[src/rtl/timeout_arbiter.sv]
// timeout_arbiter: round-robin ownership of one shared down-counting timeout timer.
// Defining TIMEOUT_STATUS_EN adds sticky per-requester timeout status with clear.
module timeout_arbiter #(
  parameter int NUM_REQ = 4,
  parameter int CNT_W   = 16
) (
  input  logic                     clk,
  input  logic                     rst,
  input  logic [NUM_REQ-1:0]       req,
  input  logic [NUM_REQ*CNT_W-1:0] req_cnt,
  input  logic [NUM_REQ-1:0]       done,
`ifdef TIMEOUT_STATUS_EN
  input  logic [NUM_REQ-1:0]       tmo_clr,
  output logic [NUM_REQ-1:0]       tmo_status,
`endif
  output logic [NUM_REQ-1:0]       grant,
  output logic                     busy,
  output logic [NUM_REQ-1:0]       timeout
);

  localparam int IDX_W = $clog2(NUM_REQ);

  typedef enum logic [1:0] {IDLE, RUN, EXPIRE} state_t;

  state_t             state_q, state_d;
  logic [CNT_W-1:0]   cnt_q, cnt_d;
  logic [IDX_W-1:0]   owner_q, owner_d;
  logic [IDX_W-1:0]   last_q, last_d;
  logic [NUM_REQ-1:0] grant_d, timeout_d;
  logic [NUM_REQ-1:0] owner_oh, pick_oh;
  logic               pick_valid;
  logic [IDX_W-1:0]   pick_idx, scan_idx;
  logic [CNT_W-1:0]   pick_raw, pick_load;
  logic [CNT_W-1:0]   load_arr [NUM_REQ];

  for (genvar g = 0; g < NUM_REQ; g++) begin : g_unpack
    assign load_arr[g] = req_cnt[g*CNT_W +: CNT_W];
  end

  // Scan from farthest to nearest so the requester just after the last owner wins.
  always_comb begin
    pick_valid = 1'b0;
    pick_idx   = '0;
    scan_idx   = '0;
    for (int k = NUM_REQ; k >= 1; k--) begin
      scan_idx = IDX_W'((int'(last_q) + k) % NUM_REQ);
      if (req[scan_idx]) begin
        pick_valid = 1'b1;
        pick_idx   = scan_idx;
      end
    end
  end

  assign pick_raw  = load_arr[pick_idx];
  assign pick_load = (pick_raw == '0) ? CNT_W'(1) : pick_raw;
  assign pick_oh   = NUM_REQ'(1) << pick_idx;
  assign owner_oh  = NUM_REQ'(1) << owner_q;

  always_comb begin
    state_d   = state_q;
    cnt_d     = cnt_q;
    owner_d   = owner_q;
    last_d    = last_q;
    grant_d   = '0;
    timeout_d = '0;
    unique case (state_q)
      IDLE: begin
        if (pick_valid) begin
          state_d = RUN;
          cnt_d   = pick_load;
          owner_d = pick_idx;
          last_d  = pick_idx;
          grant_d = pick_oh;
        end
      end
      RUN: begin
        // A completion from the owner beats an expiry landing in the same cycle.
        if (done[owner_q]) begin
          state_d = IDLE;
        end else if (cnt_q == CNT_W'(1)) begin
          state_d   = EXPIRE;
          cnt_d     = cnt_q - CNT_W'(1);
          timeout_d = owner_oh;
        end else begin
          cnt_d   = cnt_q - CNT_W'(1);
          grant_d = owner_oh;
        end
      end
      EXPIRE: begin
        state_d = IDLE;
      end
      default: begin
        state_d = IDLE;
      end
    endcase
  end

  // Pointer resets to the last index so requester 0 is searched first.
  always_ff @(posedge clk or posedge rst) begin
    if (rst) begin
      state_q <= IDLE;
      cnt_q   <= '0;
      owner_q <= '0;
      last_q  <= IDX_W'(NUM_REQ - 1);
      grant   <= '0;
      timeout <= '0;
    end else begin
      state_q <= state_d;
      cnt_q   <= cnt_d;
      owner_q <= owner_d;
      last_q  <= last_d;
      grant   <= grant_d;
      timeout <= timeout_d;
    end
  end

  assign busy = |grant;

`ifdef TIMEOUT_STATUS_EN
  always_ff @(posedge clk or posedge rst) begin
    if (rst) begin
      tmo_status <= '0;
    end else begin
      tmo_status <= (tmo_status & ~tmo_clr) | timeout;
    end
  end
`endif

endmodule
[config.mk]
export PLATFORM = sky130hd
export DESIGN_NAME = timeout_arbiter
export DESIGN_NICKNAME = d
export VERILOG_FILES = /design/src/rtl/timeout_arbiter.sv
export SDC_FILE = /design/constraint.sdc
export NUM_CORES = 1
export LEC_CHECK = 0
export BUFFER_PORTS_ARGS = -buffer_cell sky130_fd_sc_hd__buf_4
export CAP_MARGIN = 20
export CORE_AREA = 2 2 78 80
export CTS_CLUSTER_DIAMETER = 150
export DETAILED_ROUTE_END_ITERATION = 10
export DIE_AREA = 0 0 80 82
export PLACE_DENSITY = 0.64
export REMOVE_ABC_BUFFERS = 1
export SYNTH_ARGS = -nofsm -noshare
export SYNTH_HDL_FRONTEND = slang
export SYNTH_SLANG_ARGS = --single-unit
[constraint.sdc]
create_clock -name clk -period 2 [get_ports clk]
set_input_delay 0.3 -clock clk [delete_from_list [all_inputs] [get_ports clk]]
set_output_delay 0.3 -clock clk [all_outputs]
set_load 0.02 [all_outputs]
==> impl_metrics.json, run 1 <==
{
  "clkTransAtPathRegs_ns": 0.07,
  "grt-ovfl-total": 0,
  "synth_top_area_share_pct": 31.7,
  "r2r_end": "cnt_q[0]$_DFFE_PP0P_",
  "fmax_mhz": 428,
  "core_area_um2": 5750,
  "ir_drop_v": 0.000859,
  "drive_gt1_share_pct": 48.4,
  "postSynthAreaPerCell_um2": 9.28,
  "area_growth_pct": 59.4,
  "routedWlPerCell_um": 14.7,
  "seqCellArea_um2": 753,
  "synth-edff-count": 0,
  "violations": "setup timing",
  "maxSlewHeadroom_pct": 58.2,
  "crit_arrival_ns": 2.53,
  "postPlaceCellArea_um2": 3180,
  "start_util_pct": 38.5,
  "period_needed_ns": 2.33,
  "combPwrFrac_pct": 66.1,
  "status": "finished, violations left",
  "maxCapViolations": 0,
  "power_uw": 4800,
  "cts_root_buffer": "clkbuf_8",
  "yosys.area.top_type": "dfrtp_1",
  "layout_setup_ws_ns": -0.335,
  "finalSetupViolCount": 9,
  "synth_top_family_by_area": "multiplexers",
  "drtAntennaViolNets": 0,
  "ys_seq_area_share_pct": 34.1,
  "place_ws_ns": -0.421,
  "synthFlopType": "dfrtp_1",
  "p_seq_share_pct": 23.0,
  "n_antenna_cell": 0,
  "critPathMaxFanout": 6,
  "worst_pin_slew_ns": 0.626,
  "swShare_pct": 41.8,
  "reg2regPathDepth": 11,
  "r2r_setup_slack_ns": -0.33,
  "die-area_um2": 6560,
  "netlist_instances": 238,
  "finalHoldViolCount": 0,
  "synth_common_cells": "46 x mux2i_1, 28 x dfrtp_1, 23 x a21oi_1, 23 x nor2_1, 15 x nand2_1",
  "p_clk_share_pct": 10.9,
  "p_int_uw": 2790,
  "drv_slew": 0,
  "grt_use_total_pct": 21.4,
  "vias_per_cell": 5.26,
  "fp-row-count": 28,
  "nFillCells": 521,
  "fin_area_um2": 3520,
  "fin_nets": 445,
  "ctsHoldBuffers": 0,
  "grt_antenna_before_repair": 0,
  "synthSimpleGateAreaFrac_pct": 18.1,
  "finalNonFillerCells": 445,
  "ctsHtreeMaxLevel": 2,
  "async_flop_share_pct": 100,
  "synth.most_common_cell": "mux2i_1",
  "die_w_um": 80,
  "synth_compound_gate_area_share_pct": 18.4,
  "drc": 0,
  "synth_area_um2": 2210,
  "drt_iter0_drc": 83,
  "multiInputGateArea_um2": 1460,
  "dp.cells": 426,
  "powerDensity_nw_per_um2": 1360,
  "wirelength_um": 6550,
  "synth_xor_area_share_pct": 0,
  "muxShareOfSynthArea_pct": 23.9,
  "synth.distinct_cells": 44,
  "yosys-top-cells-area": "dfrtp_1 32%, mux2i_1 21%, a21oi_1 5.2%, nor2_1 3.9%, o21ai_0 2.7%",
  "gp_congestion": 0.772,
  "fin_util_pct": 61.3,
  "grt_max_degree": 31,
  "grt_pass1_wl_um": 10900,
  "io_buffers": 82,
  "p_sw_uw": 2010,
  "cp-end-kind": "flip-flop",
  "pin_count": 83,
  "path_class": "reg -> reg",
  "hp-class": "in -> async",
  "insertion_delay_ns": 0.29,
  "crit_start": "last_q[1]$_DFFE_PP1P_",
  "num_vias": 2340,
  "clock_sinks": 30,
  "finalCritPeriodShare_pct": 117,
  "ys_ff_latch": 30,
  "p_leak_uw": 0.00170,
  "clockBufferDepth": 2,
  "drtPass1Iterations": 4,
  "die_y_um": 82,
  "grt_pass1_vias": 2370,
  "worst_ep_required_time_ns": 2.20,
  "cts_tree": "built",
  "start_kind": "flip-flop",
  "synthAdderAreaFrac_pct": 1.13,
  "r2r_start": "last_q[1]$_DFFE_PP1P_",
  "rsz0062_at_grt": "true",
  "numCtsBuffers": 5,
  "yosysWarnings": 0,
  "fin_skew_ns": 0.00305,
  "dp_hpwl_um": 4920
}
-- critical path: stages (launching register included) --
cell and delay, ns:
dfstp_2 0.59, buf_6 0.11, a21o_1 0.15, a31oi_4 0.14, buf_12 0.16, buf_16 0.13, buf_6 0.11, mux2i_1 0.12
mux2i_1 0.11, nor3_1 0.21, nand4_1 0.14, a221oi_2 0.27
-- layout make-up --
cell class                      count  share of cell area (%)
Clock buffer                        6                    2.34
Clock inverter                      2                   0.355
Inverter                            6                   0.639
Multi-Input combinational cell    191                    41.4
Sequential cell                    30                    21.4
Tap cell                           75                    2.66
Timing Repair Buffer              135                    31.2
-- what timing repair did --
item | in CTS | in global routing
gates resized for setup | 13 | 16
buffers inserted | 7 | 4
pin swaps | 3 | 11
setup endpoints to repair | 9 | 18
gates cloned | 2 | 0
-- metrics by stage --
stage / hold WS (ns) / setup TNS, ns
final: 0.0888 / -0.903
after global routing: 0.119 / -2.34
after CTS: 0.0946 / -1.09
after detailed placement: 0.407 / -1.05
after global placement: 0.412 / -0.794
after floorplan: 0.389 / -5.82
-- cell families after synthesis --
| kind of cell | after synthesis |
|---|---|
| fa+ha+maj | 2 |
| simple gates | 76 |
| mux | 50 |
| buf+inv | 17 |
| compound gates | 63 |
| flops | 30 |
-- metal layers --
| metal | track usage (%) | up-vias | routed length [µm] |
|---|---|---|---|
| met5 | 0 | - | 0 |
| met4 | 7.12 | 0 | 66 |
| met3 | 4.40 | 6 | 252 |
| met2 | 40.5 | 56 | 3540 |
| met1 | 23.8 | 1134 | 2690 |
| li1 | - | 1144 | - |
-- placed cells by master (no fill, tap or decap), drive strengths merged, types with 3 or more instances in the layout --
cell,count
o22ai,5
dfrtp,28
or3,3
buf,135
a21oi,23
mux2i,46
nand3,6
o32ai,4
nand2,15
nor3,10
nand2b,9
clkbuf,6
o21ai,18
nor2,23
nor4,3
inv,6
-- worst max-delay path by stage --
| stage | slack [ns] | endpoint | cells past startpoint |
|---|---|---|---|
| finish | -0.33 | cnt_q[0]$_DFFE_PP0P_ | 11 |
| global route | -0.48 | cnt_q[0]$_DFFE_PP0P_ | 10 |
| CTS | -0.37 | cnt_q[0]$_DFFE_PP0P_ | 8 |
| detailed placement | -0.42 | cnt_q[0]$_DFFE_PP0P_ | 8 |
| global placement | -0.37 | cnt_q[0]$_DFFE_PP0P_ | 8 |
| floorplan | -0.71 | cnt_q[0]$_DFFE_PP0P_ | 7 |
-- power groups by stage --
stage / clock network, µW / registers, µW / logic, µW
final: 522 / 1100 / 3170
after global routing: 558 / 1140 / 3450
after CTS: 528 / 1100 / 3030
after detailed placement: 0 / 1110 / 2710
after global placement: 0 / 1100 / 2670
after floorplan: 0 / 1120 / 1550
-- state kept, by name, summed over array words and instances, names as in the netlist --
register	flops
state_q	2
owner_q	2
last_q	2
grant	4
cnt_q	16
timeout	4
No activity file was read; power rests on OpenSTA's default activity.
==> run 2: changes to the inputs <==
ABC_AREA = 1   (was default)
BUFFER_PORTS_ARGS = -buffer_cell sky130_fd_sc_hd__buf_2   (was -buffer_cell sky130_fd_sc_hd__buf_4)
CORE_AREA = 2 2 84 86   (was 2 2 78 80)
DIE_AREA = 0 0 86 88   (was 0 0 80 82)
PLACE_DENSITY = 0.62   (was 0.64)
==> run 2 against run 1 <==
The run still ends with setup timing left. Critical path depth grew 10. Core utilization decreased by 3.2 points. Design area up 9.7%. Register-to-register slack lost 0.03 ns.
==> impl_metrics.json, run 2 <==
{
  "status": "finished, violations left",
  "violations": "setup timing",
  "fin_skew_ns": 0.00768,
  "hp-class": "in -> async",
  "dp_hpwl_um": 5610,
  "fin_nets": 627,
  "finalNonFillerCells": 632,
  "gp_congestion": 0.878,
  "drive_gt1_share_pct": 40.9,
  "area_growth_pct": 50.0,
  "grt_antenna_before_repair": 0,
  "start_util_pct": 38.8,
  "synth.distinct_cells": 32,
  "postSynthAreaPerCell_um2": 6.04,
  "ys_ff_latch": 30,
  "die_y_um": 88,
  "yosys.area.top_type": "dfrtp_1",
  "io_buffers": 82,
  "cp-end-kind": "flip-flop",
  "finalSetupViolCount": 23,
  "async_flop_share_pct": 100,
  "clockBufferDepth": 2,
  "cp_common_cell": "nand2_1",
  "cts_root_buffer": "clkbuf_8",
  "rsz0062_at_grt": "true",
  "n_antenna_cell": 0,
  "synth-edff-count": 0,
  "worst_hold_slack_ns": 0.0848,
  "ys_seq_area_share_pct": 29.3,
  "grt-ovfl-total": 0,
  "worst_ep_required_time_ns": 2.22,
  "cp_top_family": "simple AND/OR/NAND/NOR gates",
  "drt_iter0_drc": 145,
  "num_vias": 3113,
  "core_area_um2": 6640,
  "vias_per_cell": 4.93,
  "wirelength_um": 8060,
  "insertion_delay_ns": 0.28,
  "clkTransAtPathRegs_ns": 0.07,
  "maxSlewHeadroom_pct": 51.8,
  "synthFlopType": "dfrtp_1",
  "crit_arrival_ns": 2.59,
  "layout_setup_ws_ns": -0.368,
  "yosysWarnings": 0,
  "finalHoldViolCount": 0,
  "ctsHtreeMaxLevel": 2,
  "grt_pass1_vias": 2809,
  "maxCapViolations": 0,
  "period_needed_ns": 2.37,
  "grt_max_degree": 31,
  "grt_pass1_wl_um": 12300,
  "numCtsBuffers": 5,
  "synth.most_common_cell": "nand2_1",
  "critPathMaxFanout": 7,
  "routedWlPerCell_um": 12.7,
  "fmax_mhz": 422,
  "cp_slowest_cell": "dfstp_2",
  "critical_path.max_stage_delay_ns": 0.62,
  "r2r_setup_slack_ns": -0.37,
  "dp.cells": 612,
  "cts_tree": "built",
  "yosys-top-cells-area": "dfrtp_1 27%, nand2_1 27%, nand3_1 5.6%, inv_1 5.4%, nor2_1 5.1%",
  "nFillCells": 626,
  "layout_common_cells": "139 x nand2_1, 82 x buf_2, 48 x nand2_2",
  "netlist_instances": 426,
  "drtAntennaViolNets": 0,
  "clock_sinks": 30,
  "finalCritPeriodShare_pct": 118,
  "synth_top_area_share_pct": 27.2,
  "worst_pin_slew_ns": 0.723,
  "path_class": "reg -> reg",
  "drv_slew": 0,
  "regMostFlops": "cnt_q",
  "biggestRegsByFlops": "cnt_q (16), grant (4), timeout (4)",
  "start_kind": "flip-flop",
  "pin_count": 83,
  "synth_area_um2": 2570,
  "largest_reg_flops": 16,
  "grt_use_total_pct": 19.9,
  "drc": 0,
  "drtPass1Iterations": 4,
  "die-area_um2": 7570,
  "synth_common_cells": "183 x nand2_1, 37 x inv_1, 35 x nor2_1, 29 x nand3_1, 28 x dfrtp_1",
  "crit_chain": "inv_6 > nand2_2 > nand2_2 > nand2_2 > nand2_4 > nand2_4 > nand2_4 > nand2_8 > nand2_8 > clkbuf_16 > nand2_1 > nand2_1 > nand2_1 > nand2_2 > nor2_1 > nand2_1 > nor2_1 > nand2_1 > nand2_1 > nand2_1 > nand2_1",
  "die_w_um": 86,
  "crit_buf_inv": 2,
  "fp-row-count": 30,
  "final_common_cell": "nand2_1"
}
run 2: cell types whose count changed after synthesis, moves of 11 or more:
cell     change
inv_1       +31
mux2i_1     -46
nand2_1    +168
nand2_2     +11
nand3_1     +23
nor2_1      +12
run 2: cells by family after synthesis:
family                   Yosys count  synth area share (%)
AO/OA/AOI/OAI                     51                  11.2
XOR/XNOR                           6                  2.04
adder cells (fa/ha/maj)            2                 0.972
buffers and inverters             57                  9.96
flip-flops                        30                  29.3
AND/OR/NAND/NOR                  280                  46.6
run 2: final cells by class:
| type | instances | area, µm² | share of cell area, % |
|---|---|---|---|
| multi-input cells | 340 | 1820 | 47.1 |
| repair buffers | 131 | 920 | 23.8 |
| flip-flops and latches | 30 | 753 | 19.5 |
| inverters | 43 | 176 | 4.57 |
| well taps | 80 | 100 | 2.59 |
| clock buffers | 6 | 82.6 | 2.14 |
| clock inverters | 2 | 12.5 | 0.324 |
run 2: what timing repair did:
action,in CTS,in global routing
cloned,2,3
hold buffers,0,0
setup endpoints to repair,18,25
setup buffers,3,4
gates resized for setup,17,66
pin swaps,13,34
run 2: through the flow:
stage	TNS [ns]	setup slack, ns	cell area, µm²	utilization (%)
4_1_cts	-3.31	-0.260	3540	53.3
3_3_place_gp	-2.33	-0.246	3330	50.2
3_5_place_dp	-4.10	-0.344	3330	50.2
2_1_floorplan	-7.68	-0.752	2490	-
6_report	-4.50	-0.368	3860	58.1
5_1_grt	-7.45	-0.514	3860	58.1
run 2: path summary, 6_finish.rpt:
| check | start | cells past startpoint | end |
|---|---|---|---|
| setup / recovery | last_q[0]$_DFFE_PP1P_ | 21 | cnt_q[0]$_DFFE_PP0P_ |
| setup reg to reg | last_q[0]$_DFFE_PP1P_ | 21 | cnt_q[0]$_DFFE_PP0P_ |
| hold reg to reg | cnt_q[1]$_DFFE_PP0P_ | 2 | cnt_q[1]$_DFFE_PP0P_ |
| hold / removal | rst | 3 | timeout[1]$_DFF_PP0_ |
| max in group asynchronous | rst | 3 | last_q[0]$_DFFE_PP1P_ |
| min in group clk | done[2] | 4 | state_q[1]$_DFFE_PP0P_ |
run 2: metal layers:
| metal | vias up | GRT usage, % | wire [µm] |
|---|---|---|---|
| li1 | 1600 | - | - |
| met1 | 1420 | 27.4 | 3700 |
| met2 | 83 | 33.1 | 3910 |
| met3 | 10 | 1.98 | 331 |
| met4 | 0 | 6.06 | 119 |
| met5 | - | 0 | 0 |
run 2: worst register-to-register path, delay by kind of cell (launching register included):
| family | cells | cell delay [ns] |
|---|---|---|
| AND/OR/NAND/NOR | 19 | 1.43 |
| flip-flops | 1 | 0.62 |
| buffers and inverters | 2 | 0.24 |
Power of run 2 is left out: the tool's default activity adds up to more than one toggle a clock period on the data nets, which glitch-free logic cannot reach.
